**src/rtl/ahb_apb_bridge.sv**
```systemverilog
// Single-slave AHB-Lite to APB4 bridge: each selected AHB transfer becomes one
// APB SETUP+ACCESS sequence, with back-to-back acceptance in the final ACCESS cycle.
module ahb_apb_bridge #(
    parameter int XLEN   = 64,
    parameter int ADDR_W = 16
) (
    input  logic                clk,
    input  logic                reset,
    input  logic                HSEL,
    input  logic [ADDR_W-1:0]   HADDR,
    input  logic [1:0]          HTRANS,
    input  logic                HWRITE,
    input  logic                HREADY,
    input  logic [XLEN-1:0]     HWDATA,
    input  logic [XLEN/8-1:0]   HWSTRB,
    output logic [XLEN-1:0]     HRDATA,
    output logic                HREADYOUT,
    output logic                HRESP,
    output logic                PSEL,
    output logic                PENABLE,
    output logic [ADDR_W-1:0]   PADDR,
    output logic                PWRITE,
    output logic [XLEN-1:0]     PWDATA,
    output logic [XLEN/8-1:0]   PSTRB,
    input  logic [XLEN-1:0]     PRDATA,
    input  logic                PREADY,
    input  logic                PSLVERR
);

    typedef enum logic [2:0] {IDLE, SETUP, ACCESS, ERR1, ERR2} state_t;

    state_t state;
    state_t nxt;
    logic   accept;
    logic   load;
    logic   hready_q;
    logic   htrans_unused;

    // SEQ and NONSEQ are treated alike; only the "active transfer" bit matters.
    assign htrans_unused = HTRANS[0];
    assign accept        = HSEL & HTRANS[1] & HREADY;

    always_comb begin
        nxt  = state;
        load = 1'b0;
        case (state)
            IDLE: begin
                if (accept) begin
                    nxt  = SETUP;
                    load = 1'b1;
                end
            end
            SETUP: nxt = ACCESS;
            ACCESS: begin
                if (PREADY) begin
                    if (PSLVERR) begin
                        nxt = ERR1;
                    end else if (accept) begin
                        nxt  = SETUP;
                        load = 1'b1;
                    end else begin
                        nxt = IDLE;
                    end
                end
            end
            ERR1: nxt = ERR2;
            ERR2: begin
                if (accept) begin
                    nxt  = SETUP;
                    load = 1'b1;
                end else begin
                    nxt = IDLE;
                end
            end
            default: nxt = IDLE;
        endcase
    end

    // Outputs are registered from the next state so they change cleanly on the edge.
    always_ff @(posedge clk or posedge reset) begin
        if (reset) begin
            state    <= IDLE;
            PSEL     <= 1'b0;
            PENABLE  <= 1'b0;
            HRESP    <= 1'b0;
            hready_q <= 1'b1;
            PADDR    <= '0;
            PWRITE   <= 1'b0;
        end else begin
            state    <= nxt;
            PSEL     <= (nxt == SETUP) || (nxt == ACCESS);
            PENABLE  <= (nxt == ACCESS);
            HRESP    <= (nxt == ERR1) || (nxt == ERR2);
            hready_q <= (nxt == IDLE) || (nxt == ERR2);
            if (load) begin
                PADDR  <= HADDR;
                PWRITE <= HWRITE;
            end
        end
    end

    // In ACCESS the slave's handshake is reflected straight back to the master;
    // an error completion is held off so the two-cycle ERROR response can follow.
    assign HREADYOUT = (state == ACCESS) ? (PREADY & ~PSLVERR) : hready_q;
    assign HRDATA    = ((state == ACCESS) && !PWRITE) ? PRDATA : '0;
    assign PWDATA    = HWDATA;
    assign PSTRB     = PWRITE ? HWSTRB : '0;

endmodule

```
**config.mk**
```make
export PLATFORM = sky130hd
export DESIGN_NAME = ahb_apb_bridge
export DESIGN_NICKNAME = d
export VERILOG_FILES = /design/src/rtl/ahb_apb_bridge.sv
export SDC_FILE = /design/constraint.sdc
export NUM_CORES = 1
export LEC_CHECK = 0
export BUFFER_PORTS_ARGS = -buffer_cell sky130_fd_sc_hd__clkbuf_2
export CAP_MARGIN = 20
export CORE_AREA = 3 3 123 125
export CTS_BUF_LIST = sky130_fd_sc_hd__clkbuf_4 sky130_fd_sc_hd__clkbuf_8 sky130_fd_sc_hd__clkbuf_16
export DETAILED_ROUTE_END_ITERATION = 16
export DIE_AREA = 0 0 126 128
export HOLD_SLACK_MARGIN = 0.15
export MAX_ROUTING_LAYER = met4
export RECOVER_POWER = 50
export SLEW_MARGIN = 20
export SYNTH_ARGS = -nofsm -noshare
export SYNTH_HDL_FRONTEND = slang
export SYNTH_SLANG_ARGS = --single-unit
```
**constraint.sdc**
```tcl
create_clock -name clk -period 4.95 [get_ports clk]
set_input_delay 0.7425 -clock clk [delete_from_list [all_inputs] [get_ports clk]]
set_output_delay 0.7425 -clock clk [all_outputs]
set_load 0.01 [all_outputs]
```
==> results.cfg <==
[outcome]
status = finished clean

[timing]
period_share_pct = 53.9
skew_ps = 2.80
slew_headroom_pct = 39.5
rsz0062_at_grt = no
fin_tns_setup_ps = 0
setup_viol = 0
worst_pin_slew_ps = 907
drv_slew = 0
period_needed_ps = 2670
fmax_mhz = 375
hold_viol_final = 0

[finish]
drive_above_1_share_pct = 61.6
area_growth_syn_to_layout_pct = 36.6
diodes = 0
design_area_mm2 = 0.00275
final_common_cell = clkbuf_2
nNetsFinal = 498
final_cell_mix = clkbuf_2 (180), and2_1 (72), dfrtp_1 (23)

[synthesis]
syn_nets = 377
avgSynthCellArea_um2 = 9.33
synth_area_leader_cell = dfrtp_1
synth_area_leaders = dfrtp_1 (29%), buf_4 (24%), and2_1 (22%), mux2_4 (7.5%), mux2_2 (3.9%)
synth_area_mm2 = 0.00201
synth_seq_area_share_pct = 29.9
netlist.area_leader.share_pct = 28.6
syn_inst = 216
yosys_warnings = 0
synth-seq-cells = 24
synth_cell_types = 27

[pwr]
power_density_mw_per_mm2 = 434
peakVddDrop_mv = 0.168
p_leak_nw = 1.52

[global_route]
grt_max_degree = 65
track_usage_pct = 7.26
antenna_found_initial = 0
overflow = 0
grt_pass1_vias = 1757
grt_pass1_wl_um = 9280

[routing]
dr.pass1.iters = 4
wirelength_um = 6380
drt-initial-drc-count = 53
ant_nets = 0
wire_per_inst_um = 12.4
via_per_inst = 3.46
vias = 1785
drc = 0

[cts]
clock_latency_ps = 250
clk_path_buf_depth = 2
cts.htree.levels = 1
cts_hold_buf = 0
tritoncts = yes
cts-root-buf = clkbuf_16
numClockSinks = 24
path_clk_slew_ps = 60
numCtsBuffers = 3
post_cts_resize_count = 0
post_cts.repair.setup_buffers = 0

[die]
coreArea_mm2 = 0.0140
die_h_um = 128
pin_count = 318
start_util_pct = 14.4
die-width_um = 126
rows = 43
dieArea_mm2 = 0.0161

[placement]
post_dp_cell_area_mm2 = 0.00266
gp_congestion = 0.727
dp_hpwl_um = 5450
port_buffers = 188

[worst_setup_path]
worstSetupPathType = register to output pin
critPathArrivalTime_ps = 1930
required_ps = 4210
worstPathMaxFanout = 64
crit_path_end_kind = output pin
start_kind = register

[hold_path]
hold_class = register to register

[job]
maxCapViolations = 0
-- synthesized netlist by cell type --
library cell  count
a21bo_2           1
a21o_1            1
a21oi_1           5
a21oi_4           1
a221oi_1          1
and2_1           72
buf_12            1
buf_2             1
buf_4            64
clkbuf_1          7
dfrtp_1          23
dfstp_2           1
inv_1             3
mux2_2            7
mux2_4           10
nand2_1           2
nand2b_1          2
nand3_1           2
nand4b_1          1
nor2_1            3
nor4_4            1
o21ai_0           1
o22ai_1           1
o31ai_1           1
or2b_1            2
or3_1             1
or3b_4            1
-- state kept, by name, summed over array words and instances (netlist names) --
name	flops
PADDR	16
PSEL	1
state	3
HRESP	1
PWRITE	1
hready_q	1
PENABLE	1
-- power by group --
part           internal [mW]  switching (mW)  leakage, nW
registers              0.288          0.0726        0.292
logic                  0.302           0.305         1.17
clock network          0.160          0.0649       0.0511
-- layer usage --
layer | up-vias | wire (um) | global-route usage, %
met5 | - | 0 | -
met4 | 0 | 95 | 1.51
met3 | 14 | 741 | 2.92
met2 | 136 | 3110 | 11.4
met1 | 774 | 2440 | 8.84
li1 | 861 | - | -
-- cells by family (layout without fill, tap and decap cells) --
group / Yosys count / count (layout) / synth area share, %
buffers and inverters: 76 / 196 / 27.0
AOI/OAI and AO/OA: 12 / 12 / 4.29
DFF: 24 / 24 / 29.9
muxes: 17 / 17 / 11.4
and+or+nand+nor: 87 / 87 / 27.5
-- per-stage QoR --
step                      hold WS, ps  power, mW  std cells  setup WS (ps)  utilization, %
after floorplan                   539      0.762        216           2860               -
final                             506       1.19        516           2280            19.7
after detailed placement          495      0.988        512           2490            19.0
after CTS                         511       1.22        516           2260            19.7
after global routing              520       1.28        516           2090            19.7
after global placement            490      0.981        512           2520            19.0
-- final timing paths --
path                           from         end  slack [ps]  cells after the start
max in group asynchronous     reset    state[0]        3730                      2
setup / recovery             PWRITE  HRDATA[36]        2280                      4
setup reg to reg           state[2]   PADDR[14]        2910                      3
min in group asynchronous     reset    PADDR[7]         670                      2
hold reg to reg            PADDR[2]    PADDR[2]         510                      1
hold / removal             PADDR[2]    PADDR[2]         510                      1
-- worst max-delay path: stages (launching register included) --
cell,delay [ps]
dfrtp_1,530
nor4_4,320
buf_4,420
and2_1,240
clkbuf_2,150
-- layout make-up --
class,instances,area [um^2]
clock inverter,1,30.0
fill,1576,11200
inverter,3,11.3
tap,180,225
timing repair buffer,189,938
multi-input combinational,116,870
sequential,24,602
clock buffer,3,75.1
No activity file was read; power rests on OpenSTA's default activity.
